--- config.mk ---
export PLATFORM = sky130hd
export DESIGN_NAME = sram_32_16_host
export DESIGN_NICKNAME = d
export VERILOG_FILES = /design/src/rtl/sram_32_16_host.sv
export SDC_FILE = /design/constraint.sdc
export NUM_CORES = 1
export LEC_CHECK = 0
export ABC_AREA = 1
export CORE_AREA = 10 10 118 99
export DETAILED_ROUTE_END_ITERATION = 8
export DIE_AREA = 0 0 128 109
export MAX_ROUTING_LAYER = met4
export PLACE_DENSITY = 0.79
export SYNTH_ARGS = -nofsm -noshare
export SYNTH_HDL_FRONTEND = slang
export SYNTH_SLANG_ARGS = --single-unit
--- constraint.sdc ---
create_clock -name clk0 -period 1.6 [get_ports clk0]
set_input_delay 0.24 -clock clk0 [delete_from_list [all_inputs] [get_ports clk0]]
set_output_delay 0.24 -clock clk0 [all_outputs]
set_load 0.01 [all_outputs]
--- src/rtl/sram_32_16_host.sv ---
// sram_32_16_host: valid/ready host front end for a single-port synchronous SRAM, zero-filling the array after reset.
// Optional macro SRAM_HOST_WRITE_ACK_EN: writes also return a response carrying zero data.
module sram_32_16_host #(
    parameter int DATA_WIDTH = 32,
    parameter int ADDR_WIDTH = 4
) (
    input  logic                  clk0,
    input  logic                  rst0_n,
    input  logic                  req_valid,
    output logic                  req_ready,
    input  logic                  req_we,
    input  logic [ADDR_WIDTH-1:0] req_addr,
    input  logic [DATA_WIDTH-1:0] req_wdata,
    output logic                  rsp_valid,
    input  logic                  rsp_ready,
    output logic [DATA_WIDTH-1:0] rsp_rdata,
    output logic                  csb0,
    output logic                  web0,
    output logic [ADDR_WIDTH-1:0] addr0,
    output logic [DATA_WIDTH-1:0] din0,
    input  logic [DATA_WIDTH-1:0] dout0,
    output logic                  init_done
);

    typedef enum logic [2:0] {
        S_INIT  = 3'd0,
        S_IDLE  = 3'd1,
        S_ISSUE = 3'd2,
        S_WAIT  = 3'd3,
        S_RESP  = 3'd4
    } state_t;

    localparam logic [ADDR_WIDTH-1:0] ADDR_LAST = {ADDR_WIDTH{1'b1}};

    state_t                r_state;
    logic [ADDR_WIDTH-1:0] r_init_cnt;
    logic                  r_we;
    logic                  r_csb0;
    logic                  r_web0;
    logic [ADDR_WIDTH-1:0] r_addr0;
    logic [DATA_WIDTH-1:0] r_din0;
    logic                  r_req_ready;
    logic                  r_rsp_valid;
    logic [DATA_WIDTH-1:0] r_rsp_rdata;
    logic                  r_init_done;

    assign csb0      = r_csb0;
    assign web0      = r_web0;
    assign addr0     = r_addr0;
    assign din0      = r_din0;
    assign req_ready = r_req_ready;
    assign rsp_valid = r_rsp_valid;
    assign rsp_rdata = r_rsp_rdata;
    assign init_done = r_init_done;

    // Controller FSM: every SRAM pin and handshake output is a flop, so req_* never reaches the macro combinationally.
    always_ff @(posedge clk0 or negedge rst0_n) begin
        if (!rst0_n) begin
            r_state     <= S_INIT;
            r_init_cnt  <= {ADDR_WIDTH{1'b0}};
            r_we        <= 1'b0;
            r_csb0      <= 1'b1;
            r_web0      <= 1'b1;
            r_addr0     <= {ADDR_WIDTH{1'b0}};
            r_din0      <= {DATA_WIDTH{1'b0}};
            r_req_ready <= 1'b0;
            r_rsp_valid <= 1'b0;
            r_rsp_rdata <= {DATA_WIDTH{1'b0}};
            r_init_done <= 1'b0;
        end else begin
            case (r_state)
                S_INIT: begin
                    // The last fill write is on the pins once csb0 is low with the top address.
                    if (!r_csb0 && (r_addr0 == ADDR_LAST)) begin
                        r_csb0      <= 1'b1;
                        r_web0      <= 1'b1;
                        r_init_done <= 1'b1;
                        r_req_ready <= 1'b1;
                        r_state     <= S_IDLE;
                    end else begin
                        r_csb0  <= 1'b0;
                        r_web0  <= 1'b0;
                        r_din0  <= {DATA_WIDTH{1'b0}};
                        r_addr0 <= r_init_cnt;
                        if (r_init_cnt != ADDR_LAST) begin
                            r_init_cnt <= r_init_cnt + 1'b1;
                        end else begin
                            r_init_cnt <= r_init_cnt;
                        end
                    end
                end
                S_IDLE: begin
                    if (req_valid) begin
                        r_csb0      <= 1'b0;
                        r_web0      <= ~req_we;
                        r_addr0     <= req_addr;
                        r_we        <= req_we;
                        r_req_ready <= 1'b0;
                        r_state     <= S_ISSUE;
                        if (req_we) begin
                            r_din0 <= req_wdata;
                        end else begin
                            r_din0 <= r_din0;
                        end
                    end else begin
                        r_state <= S_IDLE;
                    end
                end
                S_ISSUE: begin
                    r_csb0  <= 1'b1;
                    r_web0  <= 1'b1;
                    r_state <= S_WAIT;
                end
                S_WAIT: begin
                    if (!r_we) begin
                        r_rsp_rdata <= dout0;
                        r_rsp_valid <= 1'b1;
                        r_state     <= S_RESP;
                    end else begin
`ifdef SRAM_HOST_WRITE_ACK_EN
                        r_rsp_rdata <= {DATA_WIDTH{1'b0}};
                        r_rsp_valid <= 1'b1;
                        r_state     <= S_RESP;
`else
                        r_req_ready <= 1'b1;
                        r_state     <= S_IDLE;
`endif
                    end
                end
                S_RESP: begin
                    if (rsp_ready) begin
                        r_rsp_valid <= 1'b0;
                        r_req_ready <= 1'b1;
                        r_state     <= S_IDLE;
                    end else begin
                        r_state <= S_RESP;
                    end
                end
                default: begin
                    r_csb0      <= 1'b1;
                    r_web0      <= 1'b1;
                    r_req_ready <= 1'b0;
                    r_rsp_valid <= 1'b0;
                    r_init_cnt  <= {ADDR_WIDTH{1'b0}};
                    r_state     <= S_INIT;
                end
            endcase
        end
    end

endmodule

==> results <==
-- how the worst max path moves through the flow --
stage                                 startpoint                   end
final                       din0[25]$_DFFE_PN0P_              din0[25]
after global routing        din0[25]$_DFFE_PN0P_              din0[25]
after CTS                   din0[25]$_DFFE_PN0P_              din0[25]
after detailed placement               req_valid  din0[31]$_DFFE_PN0P_
after global placement                 req_valid  din0[31]$_DFFE_PN0P_
after floorplan           r_state[1]$_DFFE_PN0P_  din0[20]$_DFFE_PN0P_
-- flip-flops by register name (all words and copies together), names as in the netlist --
name        flops
r_state         3
rsp_valid       1
rsp_rdata      32
din0           32
init_done       1
r_init_cnt      4
r_we            1
addr0           4
csb0            1
req_ready       1
web0            1
-- cell type report --
type                    count  area (sq um)
clock inverters             5          55.1
well taps                 119           149
flip-flops and latches     81          2030
inverters                  51           204
clock buffers              11           243
repair buffers            156          1620
multi-input cells         291          1710
fillers                   774          3360
-- power groups by stage --
stage,clock [mW],sequential [mW],combinational (mW)
after detailed placement,0,3.90,6.25
after floorplan,0,4.26,3.03
final,2.04,3.88,6.16
after global routing,2.18,4.01,6.72
after CTS,2.10,3.89,6.26
after global placement,0,3.87,6.08
-- per-stage QoR --
stage	cells	worst slack (ps)	hold WS, ps	power [mW]
global placement	697	78.8	117	9.95
CTS	714	25.9	316	12.2
finish	714	38.7	320	12.1
global route	714	2.33	325	12.9
floorplan	443	264	-55.6	7.29
detailed placement	697	65.9	121	10.2
-- cells in the mapped netlist --
library cell / count / area, sq um
sky130_fd_sc_hd__nand3b_1: 33 / 248
sky130_fd_sc_hd__clkbuf_4: 2 / 15.0
sky130_fd_sc_hd__clkbuf_1: 2 / 7.51
sky130_fd_sc_hd__dfstp_2: 2 / 52.6
sky130_fd_sc_hd__nor3_1: 2 / 10.0
sky130_fd_sc_hd__nand2_2: 30 / 188
sky130_fd_sc_hd__buf_4: 7 / 52.6
sky130_fd_sc_hd__inv_2: 1 / 3.75
sky130_fd_sc_hd__clkinv_4: 1 / 8.76
sky130_fd_sc_hd__nand4_1: 2 / 12.5
sky130_fd_sc_hd__buf_12: 3 / 60.1
sky130_fd_sc_hd__buf_2: 4 / 20.0
sky130_fd_sc_hd__ha_1: 1 / 12.5
sky130_fd_sc_hd__nand2_4: 32 / 360
sky130_fd_sc_hd__nand3_2: 2 / 20.0
sky130_fd_sc_hd__inv_4: 2 / 12.5
sky130_fd_sc_hd__inv_1: 47 / 176
sky130_fd_sc_hd__nand3_1: 13 / 65.1
sky130_fd_sc_hd__buf_6: 2 / 22.5
sky130_fd_sc_hd__o21ai_1: 30 / 150
sky130_fd_sc_hd__o21a_1: 1 / 7.51
sky130_fd_sc_hd__o21bai_1: 1 / 7.51
sky130_fd_sc_hd__dfrtp_1: 79 / 1980
sky130_fd_sc_hd__nor2_4: 3 / 33.8
sky130_fd_sc_hd__nand2_8: 2 / 40.0
sky130_fd_sc_hd__o21ai_0: 6 / 30.0
sky130_fd_sc_hd__nor2_1: 8 / 30.0
sky130_fd_sc_hd__nand2_1: 122 / 458
sky130_fd_sc_hd__o21ai_2: 1 / 8.76
sky130_fd_sc_hd__nor2_2: 2 / 12.5
-- routing by layer --
metal	wire, microns	vias up	GRT usage (%)
met4	159	0	5.14
met1	4510	1552	18.6
met3	377	10	3.20
met5	0	-	-
met2	5920	74	28.1
li1	-	1670	-
-- logic make-up (layout without fill, tap and decap cells) --
group                      after synthesis  after routing
and+or+nand+nor                        251            251
DFF                                     81             81
buffers and inverters                   71            223
AOI/OAI and AO/OA                       39             39
adders and majority gates                1              1
-- repair_timing --
item | 4_1_cts | 5_1_grt
endpoints found under the hold margin | 14 | 0
resized for setup | 2 | 2
hold buffers | 1 | 0
endpoints found under the setup margin | 2 | 37
==> metrics.log <==
INFO  metric run_status = complete, no violations
INFO  metric yosys-mux-area-fraction = 0%
INFO  metric synth.yosys.warnings = 0
INFO  metric max_cap_violations = 0
INFO  metric worst_path_max_delay_cell = sky130_fd_sc_hd__clkdlybuf4s50_1
INFO  metric mostFrequentLayoutCells = sky130_fd_sc_hd__clkdlybuf4s50_1, sky130_fd_sc_hd__nand2_1, sky130_fd_sc_hd__dfrtp_1
INFO  metric routed_via_density = 4.63
INFO  metric timing_hold_violations_final = 0
INFO  metric post_synth_num_cell_types = 30
INFO  metric cp-end-kind = output port
INFO  metric pwr-share-comb = 51.0%
INFO  metric power_switching_share = 39.1%
INFO  metric ys_seq_elements = 81
INFO  metric post-route-period-util = 97.6%
INFO  metric final-setup-viol-count = 0
INFO  metric rsz0062_at_grt = no
INFO  metric numPortBuffers = 145
INFO  metric power_switching = 4.72 mW
INFO  metric clock_power_share = 16.9%
INFO  metric crit-reg2reg-capture = din0[31]$_DFFE_PN0P_
INFO  metric dr.pass1.iters = 4
INFO  metric drt-wirelength-per-cell = 15.3 microns
INFO  metric cts-htree-levels = 3
INFO  metric r2r_slack = 140 ps
INFO  metric synth_adder_area_share = 0.305%
INFO  metric grt-ovfl-total = 0
INFO  metric path_delay_family = buffers and inverters
INFO  metric clk_lat_worst_skew = 330 ps
INFO  metric startpoint_type = flop
INFO  metric syn-num-nets = 517
INFO  metric area_growth_syn_to_layout = 46.4%
INFO  metric buffers_plus_inverters_on_the_worst_setup_path = 1
INFO  metric synth-seq-area-share = 49.5%
INFO  metric track_usage = 16.2%
INFO  metric r2r_cells = 8
INFO  metric drv_slew = 0
INFO  metric timing.critical_path.arrival = 1320 ps
INFO  metric cts.root.buffer_cell = sky130_fd_sc_hd__clkbuf_16
INFO  metric dominant_combinational_cell_family_by_area_after_synthesis = simple AND/OR/NAND/NOR gates
INFO  metric start_util = 43.8%
INFO  metric synthCells = 443
INFO  metric path_depth = 1
INFO  metric fin_nets = 664
INFO  metric synth_xor_xnor_area_share = 0%
INFO  metric syn-cell-area = 4100 sq um
INFO  metric largest_fanout_on_the_critical_path = 2
INFO  metric postSynthAreaPerCell = 9.26 sq um
INFO  metric crit_path_cell_trace = clkdlybuf4s50_1
INFO  metric worst_slew_margin_rel = 75.6%
INFO  metric worst_hold_path_type = in -> async
INFO  metric regToRegStartpoint = r_state[2]$_DFFE_PN0P_
INFO  metric instance_area_after_placement = 5690 sq um
INFO  metric layout_cells_sized_above_1 = 17.6%
INFO  metric sequentialPowerShare = 32.1%
INFO  metric synthSimpleGateAreaFrac = 36.0%
INFO  metric worst_ep_required_time = 1360 ps
INFO  metric fmax = 0.641 GHz
INFO  metric gp_congestion = 0.861
INFO  metric timing.clock.skew = 3.59 ps
INFO  metric max_incr_delay_on_cp = 580 ps
INFO  metric finalWirelength = 11,000 microns
INFO  metric cts_tree = built
INFO  metric final.min_clock_period = 1560 ps
INFO  metric detailroute.via_count = 3,306
INFO  metric grt_pass1_vias = 3,459
INFO  metric grt_max_degree = 67
INFO  metric final.setup.tns = 0 ps
INFO  metric die_width = 128 microns
INFO  metric grt_pass1_wl = 17,900 microns
INFO  metric die_height = 109 microns
INFO  metric n_antenna_cell = 0
INFO  metric tightestPinTransition = 362 ps
INFO  metric post-cts-setup-buffers = 0
INFO  metric core_area = 9370 sq um
INFO  metric place.detailed.hpwl = 8270 microns
INFO  metric power.leakage = 3.06 nW
INFO  metric final_util = 64.1%
INFO  metric top_level_ports = 146
INFO  metric final_common_cell = sky130_fd_sc_hd__clkdlybuf4s50_1
INFO  metric synth-compound-area-share = 4.97%
INFO  metric vdd_drop_max = 0.00104 V
INFO  metric detail-route-antenna-nets = 0
INFO  metric drt_iter0_drc = 177
INFO  metric clock_transition_time_at_the_flip_flop_clock_pins_of_the_worst_setup_and_hold_paths = 60 ps
INFO  metric critical_path_class = reg -> out
INFO  metric cts_num_sinks = 81
INFO  metric die_area = 14,000 sq um
INFO  metric rows = 32
INFO  metric tritoncts.num_buffers = 9
INFO  metric remaining_drc_errors = 0
INFO  metric power_density = 2010 nW/um^2
INFO  metric cts_max_path_buffers = 2
INFO  metric p_int = 7.36 mW
INFO  metric grt_antenna_before_repair = 0
INFO  metric fin_area = 6010 sq um
No activity file was read; power rests on OpenSTA's default activity.
